===== src/rtl/uart_rx_ctrl.sv =====
// Receive-side controller for the UART SIPO: baud generation, frame checking and RX FIFO.
// Optional break detection is enabled by defining UART_RX_BREAK_DET_EN.
module uart_rx_ctrl #(
   parameter int unsigned DIV_W      = 16,
   parameter int unsigned FIFO_DEPTH = 4
) (
   input  logic                          clk,
   input  logic                          reset,
   input  logic                          rx_en,
   input  logic                          parity_odd,
   input  logic [DIV_W-1:0]              baud_div,
   input  logic                          err_clr,
   output logic                          baud_clk,
   output logic                          sipo_reset_n,
   input  logic                          sipo_active,
   input  logic                          sipo_recieved,
   input  logic [10:0]                   sipo_frame,
   output logic                          rd_valid,
   input  logic                          rd_ready,
   output logic [7:0]                    rd_data,
   output logic                          rd_perr,
   output logic [$clog2(FIFO_DEPTH):0]   fifo_count,
   output logic                          frame_err,
   output logic                          overrun,
   output logic                          break_det,
   output logic                          busy
);

   localparam int unsigned PTR_W = $clog2(FIFO_DEPTH);
   localparam int unsigned CNT_W = PTR_W + 1;
   localparam logic [CNT_W-1:0] FifoFull = CNT_W'(FIFO_DEPTH);

   typedef enum logic [1:0] {StDisabled, StListen, StCheck} state_e;

   state_e state_q, state_d;

   // ---------------------------------------------------------------- baud generator
   logic [DIV_W-1:0] div_q, baud_cnt_q;
   logic             baud_clk_q;

   // The divisor is re-latched only at wrap so a new value never truncates a half-period.
   always_ff @(posedge clk or posedge reset) begin
      if (reset) begin
         div_q      <= '0;
         baud_cnt_q <= '0;
         baud_clk_q <= 1'b0;
      end else if (!rx_en) begin
         div_q      <= baud_div;
         baud_cnt_q <= '0;
         baud_clk_q <= 1'b0;
      end else if (baud_cnt_q == div_q) begin
         div_q      <= baud_div;
         baud_cnt_q <= '0;
         baud_clk_q <= ~baud_clk_q;
      end else begin
         baud_cnt_q <= baud_cnt_q + 1'b1;
      end
   end

   assign baud_clk = baud_clk_q;

   // ---------------------------------------------------------------- synchronisers
   logic [1:0] act_sync_q, rcv_sync_q;
   logic       rcv_prev_q;
   logic       rcv_rise;

   always_ff @(posedge clk or posedge reset) begin
      if (reset) begin
         act_sync_q <= '0;
         rcv_sync_q <= '0;
         rcv_prev_q <= 1'b0;
      end else begin
         act_sync_q <= {act_sync_q[0], sipo_active};
         rcv_sync_q <= {rcv_sync_q[0], sipo_recieved};
         rcv_prev_q <= rcv_sync_q[1];
      end
   end

   assign rcv_rise = rcv_sync_q[1] & ~rcv_prev_q;

   // ---------------------------------------------------------------- FSM
   logic chk_en;
   logic frame_load;

   always_ff @(posedge clk or posedge reset) begin
      if (reset) begin
         state_q <= StDisabled;
      end else begin
         state_q <= state_d;
      end
   end

   always_comb begin
      state_d = state_q;
      if (!rx_en) begin
         state_d = StDisabled;
      end else begin
         unique case (state_q)
            StDisabled: state_d = StListen;
            StListen:   if (rcv_rise) state_d = StCheck;
            StCheck:    state_d = StListen;
            default:    state_d = StDisabled;
         endcase
      end
   end

   always_comb begin
      sipo_reset_n = (state_q != StDisabled);
      busy         = (state_q != StDisabled) & (act_sync_q[1] | (state_q == StCheck));
      // A frame still in CHECK when rx_en drops is discarded.
      chk_en       = (state_q == StCheck) & rx_en;
      frame_load   = (state_q == StListen) & rcv_rise & rx_en;
   end

   // ---------------------------------------------------------------- frame capture and check
   logic [10:0] frame_q;
   logic        ferr, perr, brk;
   logic        good, ferr_hit, ovr_hit;
   logic        push, pop, full;

   // The SIPO holds data_parll stable during HOLD, so no synchroniser is needed here.
   always_ff @(posedge clk or posedge reset) begin
      if (reset) begin
         frame_q <= '0;
      end else if (frame_load) begin
         frame_q <= sipo_frame;
      end
   end

   always_comb begin
      ferr = frame_q[0] | ~frame_q[10];
      perr = (^frame_q[9:1]) ^ parity_odd;
`ifdef UART_RX_BREAK_DET_EN
      brk  = (frame_q == 11'h000);
`else
      brk  = 1'b0;
`endif
      full     = (fifo_count == FifoFull);
      pop      = rd_valid & rd_ready;
      good     = chk_en & ~ferr & ~brk;
      ferr_hit = chk_en & ferr & ~brk;
      push     = good & (~full | pop);
      ovr_hit  = good & full & ~pop;
   end

   // ---------------------------------------------------------------- sticky flags
   logic frame_err_q, overrun_q;

   always_ff @(posedge clk or posedge reset) begin
      if (reset) begin
         frame_err_q <= 1'b0;
         overrun_q   <= 1'b0;
      end else begin
         frame_err_q <= ferr_hit | (frame_err_q & ~err_clr);
         overrun_q   <= ovr_hit | (overrun_q & ~err_clr);
      end
   end

   assign frame_err = frame_err_q;
   assign overrun   = overrun_q;

`ifdef UART_RX_BREAK_DET_EN
   logic brk_hit;
   logic break_q;

   assign brk_hit = chk_en & brk;

   always_ff @(posedge clk or posedge reset) begin
      if (reset) begin
         break_q <= 1'b0;
      end else begin
         break_q <= brk_hit | (break_q & ~err_clr);
      end
   end

   assign break_det = break_q;
`else
   assign break_det = 1'b0;
`endif

   // ---------------------------------------------------------------- RX FIFO (FWFT)
   logic [8:0]       mem_q [FIFO_DEPTH];
   logic [PTR_W-1:0] wr_ptr_q, rd_ptr_q;
   logic [CNT_W-1:0] count_q, count_d;

   always_comb begin
      count_d = count_q;
      case ({push, pop})
         2'b10:   count_d = count_q + CNT_W'(1);
         2'b01:   count_d = count_q - CNT_W'(1);
         default: count_d = count_q;
      endcase
   end

   always_ff @(posedge clk or posedge reset) begin
      if (reset) begin
         wr_ptr_q <= '0;
         rd_ptr_q <= '0;
         count_q  <= '0;
         for (int i = 0; i < int'(FIFO_DEPTH); i++) begin
            mem_q[i] <= '0;
         end
      end else begin
         if (push) begin
            mem_q[wr_ptr_q] <= {perr, frame_q[8:1]};
            wr_ptr_q        <= wr_ptr_q + 1'b1;
         end
         if (pop) begin
            rd_ptr_q <= rd_ptr_q + 1'b1;
         end
         count_q <= count_d;
      end
   end

   always_comb begin
      fifo_count = count_q;
      rd_valid   = (count_q != '0);
      rd_data    = rd_valid ? mem_q[rd_ptr_q][7:0] : 8'h00;
      rd_perr    = rd_valid ? mem_q[rd_ptr_q][8] : 1'b0;
   end

endmodule

===== config.mk =====
export PLATFORM = sky130hd
export DESIGN_NAME = uart_rx_ctrl
export DESIGN_NICKNAME = d
export VERILOG_FILES = /design/src/rtl/uart_rx_ctrl.sv
export SDC_FILE = /design/constraint.sdc
export NUM_CORES = 1
export LEC_CHECK = 0
export ABC_AREA = 0
export CAP_MARGIN = 20
export CORE_MARGIN = 2
export CORE_UTILIZATION = 33
export CTS_BUF_LIST = sky130_fd_sc_hd__clkbuf_16
export DETAILED_ROUTE_END_ITERATION = 10
export DONT_BUFFER_PORTS = 1
export PLACE_DENSITY_LB_ADDON = 0.12
export SLEW_MARGIN = 20
export SYNTH_ARGS = -nofsm -noshare
export SYNTH_HDL_FRONTEND = slang
export SYNTH_SLANG_ARGS = --single-unit

===== constraint.sdc =====
create_clock -name clk -period 2.6 [get_ports clk]
set_input_delay 0.26 -clock clk [delete_from_list [all_inputs] [get_ports clk]]
set_output_delay 0.26 -clock clk [all_outputs]
set_load 0.01 [all_outputs]

[Word-level counts from Yosys, hierarchy flattened]
Cells that the tools add are included.
Word-level totals
  bits in registers: 96
  latch bits: 0
  RAM bits: 0
  ROM bits: 0
  input port bits: 35
  output and inout port bits: 19
  memories: 0
Operators by class
  $add $sub $neg: 5
  $mul: 0
  div/mod/pow operators: 0
  $lt $le $gt $ge: 3
  equal/unequal tests: 8
  shift-type cells: 0
  muxes and demuxes: 18
  bitwise operators: 28
  reduce and logical (&&, ||, !) cells: 7
Operators with widths (count)
  2-to-1 mux 16 bit: 4
  bitwise mux 36 bit: 1
  2-to-1 mux 9 bit: 3
  binary-select mux 9 bit (select 2 bit): 1
  demux 9 bit (select 2 bit): 1
  adder 16 x 1 -> 16 bit (second input constant): 1
  equality test 16 bit: 1
  AND 1 bit: 13
  XOR reduction 9 bit: 1
  2-to-1 mux 8 bit: 1
  NOT 1 bit: 7
  >= comparator 3 bit (second input constant): 2
  NOT 2 -> 3 bit: 2
  case mux 3 bit (2 select lines): 1
  OR 1 bit: 5
  adder 2 x 1 -> 2 bit (second input constant): 2
  equality test 2 x 1 -> 1 bit (second input constant): 2
  equality test 2 bit (second input constant): 2
  2-to-1 mux 2 bit: 2
  case mux 2 bit (2 select lines): 1
  nonzero test 2 bit: 2
  adder 3 x 1 -> 3 bit (second input constant): 1
  equality test 3 bit (second input constant): 1
  less-than comparator 3 x 1 -> 1 bit (second input constant): 1
  other kinds (9): 11

[Logic depth before layout (Yosys ltp)]
  depth after elaboration: 7
  gate-level depth with buffers: 11
  depth with buffers taken out: 10

[Least setup slack after synthesis]
No wires, ideal clock.
  path kind: reg-to-reg
  start: register count_q[0] (netlist: fifo_count[0])
  end: register count_q[2] (netlist: fifo_count[2])
  library setup time: 0.079 ns
  arrival: 2.279 ns
  data required time: 2.521 ns
  setup slack: 0.242 ns
  cell stages (with the launch flop): 11
  path buffers: 1
  clock period less this slack: 2.358 ns
  cells stage by stage: dfrtp_1 -> or4b_1 -> nor2b_4 -> buf_12 -> inv_1 -> ha_1 -> inv_1 -> fa_1 -> xor2_1 -> nor2_1 -> xor2_1
On the way
  cells in the longest elaborated chain, start to end: 6
  elaborated cells between the ends (all ways): 12
  those cells by class: add/sub (2); eq/ne (3); mux (1); bitwise (4); reduce/logical (2)
Ends and longest elaborated chain
  start, declared: line 184  | logic [CNT_W-1:0] count_q, count_d;
  start signal, assigned: line 211  | count_q <= count_d;
  nonzero test 3 bit or equality test 3 bit (tied branches): line 217, 138
  AND 1 bit or NOT 1 bit (tied branches): line 139, 142
  OR 1 bit: line 142  | push = good & (~full | pop);
  AND 1 bit: line 142
  equality test 2 x 1 -> 1 bit or equality test 2 bit (tied branches): line 188  | case ({push, pop})
  case mux 3 bit (2 select lines) or nonzero test 2 bit (tied branches)
Several ways; a longest one is shown, not always the timed one.
A chain may end at the register's enable or synchronous reset.

[Worst setup path in the final report]
  start: register count_q[1] (netlist: fifo_count[1])
  end: register count_q[2] (netlist: fifo_count[2])
Same word-level chain as after synthesis.

==> impl_metrics.yaml <==
status:
  status: "finished clean"
clocking:
  cts-root-buf: "clkbuf_16"
  post_cts_resized: 0
  ctsLongestPathBuffers: 2
  tritoncts: "yes"
  htree_num_levels: 3
  path_clk_slew_ns: 0.06
  post_cts_buffers: 0
  insertion_delay_ns: 0.34
  cts_sinks: 96
  cts_buffers: 9
  cts_hold_buf: 3
yosys:
  ys_ff_latch: 96
  synth_top_area_frac: 0.528
  synth-edff-count: 0
  synth_top_area_cell: "dfrtp_1"
  synth.area.top_cells: "dfrtp_1 (53%), mux2_4 (12%), xor2_1 (5.6%)"
  yosysMostFrequentCell: "dfrtp_1"
  ys_types: 35
  ys_top_cells_by_count: "dfrtp_1 (96), nand2_1 (40), mux2_4 (36)"
  ys.warnings.count: 0
  synthArstFlopShare: 1.00
  synthFlopType: "dfrtp_1"
  netlist_instances: 344
  synth_nets: 386
  yosysSeqAreaShare: 0.528
  synth.avg_cell_area_um2: 13.2
  synth_area_um2: 4550
critical_path:
  required_ns: 2.87
  reg2reg_from: "fifo_count[1]"
  start_kind: "register"
  rrSetupSlack_ns: 0.34
  r2r_cells: 9
  crit_arrival_ns: 2.53
  regToRegEndpoint: "fifo_count[2]"
  cp-end-kind: "register"
  critPathKind: "reg -> reg"
  path_max_fanout: 4
final_layout:
  finalNetCount: 396
  diodes: 0
  fillers: 1294
  fin_util: 0.382
  areaGrowthSynthToFinish_pct: 12.0
  instances_no_fill: 534
  final_layout_size_suffix_gt1_frac: 0.249
pwr:
  vdd_drop_max_v: 0.000323
  power.density_nw_per_um2: 738
  leakagePower_nw: 2.42
  total_power_mw: 3.76
hold_path:
  min_path_type: "in -> reg"
  hold_end: "frame_q[4]"
  hold_path_depth: 2
  min-delay-start: "sipo_frame[4]"
global_route:
  grtUsageMet1: 0.176
  grt_max_degree: 97
  met2_usage: 0.203
  gr-max-usage-layer: "met2"
  grt-ovfl-total: 0
  grtUsageTotal: 0.133
  grt_use_met3: 0.0503
  grt_pass1_vias: 2656
  antenna_found_initial: 0
  grt_pass1_wl_um: 14500
timing:
  slew_headroom: 0.614
  report.final.slew_viol_count: 0
  tightest_slew_ns: 0.574
  fin_crit_sh: 0.870
  setup_viol_count_final: 0
  fmax_ghz: 0.442
  skew_ns: 0.00640
  timing.final.hold_violations: 0
  whs_ns: 0.0213
  min_period_ns: 2.26
  rsz0062_at_grt: "no"
  fin_setup_tns_ns: 0
placement:
  dp_hpwl_um: 5790
  place.gp.congestion: 0.704
  portBuffers: 0
  place_inst: 515
routing:
  ant_nets: 0
  wl_per_cell_um: 16.4
  dr_total_vias: 2423
  drt_iter0_markers: 148
  drt_pass1_iterations: 4
  via_per_inst: 4.54
  drc: 0
  routed_wl_um: 8750
floorplan:
  die_h_um: 121
  fp.dieW_um: 121
  ios: 54
  dieArea_um2: 14800
  core_area_um2: 13300
  std_cell_rows: 42
  floorplan.initialDensity: 0.341
job:
  drv_cap: 0
layer usage:
layer  share of wire  vias up
met5               0        -
met1            0.48     1211
met2            0.46       37
li1                -     1169
met4           0.012        0
met3           0.043        6
final cells by class:
| cell class | count | area [um^2] | area share |
|---|---|---|---|
| Clock buffer | 9 | 225 | 0.0442 |
| Sequential cell | 96 | 2400 | 0.471 |
| Inverter | 11 | 45.0 | 0.00884 |
| Clock inverter | 6 | 53.8 | 0.0106 |
| Tap cell | 176 | 220 | 0.0432 |
| Multi-Input combinational cell | 225 | 2030 | 0.399 |
| Timing Repair Buffer | 11 | 118 | 0.0231 |
flip-flops by register name, summed over array words and instances, names as in the netlist:
name        count
mem_q          36
baud_cnt_q     16
div_q          16
frame_q        11
fifo_count      3
act_sync_q      2
rcv_sync_q      2
rd_ptr_q        2
state_q         2
wr_ptr_q        2
baud_clk        1
frame_err       1
overrun         1
rcv_prev_q      1
how the worst max path moves through the flow:
stage,start,slack (ns),end,cells past startpoint
after detailed placement,fifo_count[1],0.33,fifo_count[2],9
after CTS,fifo_count[1],0.33,fifo_count[2],9
after global placement,fifo_count[1],0.38,fifo_count[2],9
final,fifo_count[1],0.34,fifo_count[2],9
after global routing,fifo_count[1],0.19,fifo_count[2],9
after floorplan,fifo_count[0],0.24,fifo_count[2],10
logic make-up (layout without fill, tap and decap cells):
family / Yosys count / in the layout / synth area share
and+or+nand+nor: 104 / 104 / 0.124
DFF: 96 / 96 / 0.528
muxes: 63 / 63 / 0.207
xor gates and xnor gates: 46 / 46 / 0.0885
buffers and inverters: 23 / 37 / 0.0258
adders and majority gates: 7 / 7 / 0.0209
AOI/OAI and AO/OA: 4 / 4 / 0.00495
other: 1 / 1 / 0.000824
power breakdown:
group / internal (mW) / switching [mW] / leakage [nW]
combinational: 0.337 / 0.335 / 1.03
clock: 0.728 / 0.545 / 0.141
sequential: 1.63 / 0.185 / 1.25
through the flow:
step	setup WS, ns	area [um^2]
after CTS	0.329	5090
after global routing	0.187	5100
after floorplan	0.242	4560
after global placement	0.381	4780
after detailed placement	0.335	4780
final	0.339	5100
critical path: stages, from the launching register on:
cell,delay (ns)
dfrtp_1,0.45
or4b_1,0.55
nor2b_4,0.15
inv_1,0.05
ha_1,0.17
inv_1,0.06
fa_1,0.37
xor2_1,0.15
nor2_1,0.11
xor2_1,0.14
cell usage in the layout, fill, tap and decap left out, types with 4 or more instances in the layout:
| master | synthesis | routed |
|---|---|---|
| and2_1 | 12 | 12 |
| buf_4 | 3 | 5 |
| clkbuf_16 | 0 | 9 |
| dfrtp_1 | 96 | 96 |
| dlygate4sd3_1 | 0 | 4 |
| ha_1 | 6 | 6 |
| inv_1 | 11 | 12 |
| mux2_2 | 17 | 17 |
| mux2_4 | 36 | 36 |
| mux4_2 | 9 | 9 |
| nand2_1 | 40 | 40 |
| nand2_8 | 4 | 4 |
| nand3_1 | 8 | 8 |
| nor2_1 | 20 | 20 |
| nor4_1 | 4 | 4 |
| xnor2_1 | 17 | 17 |
| xor2_1 | 29 | 29 |
(Power assumes the default switching activity.)
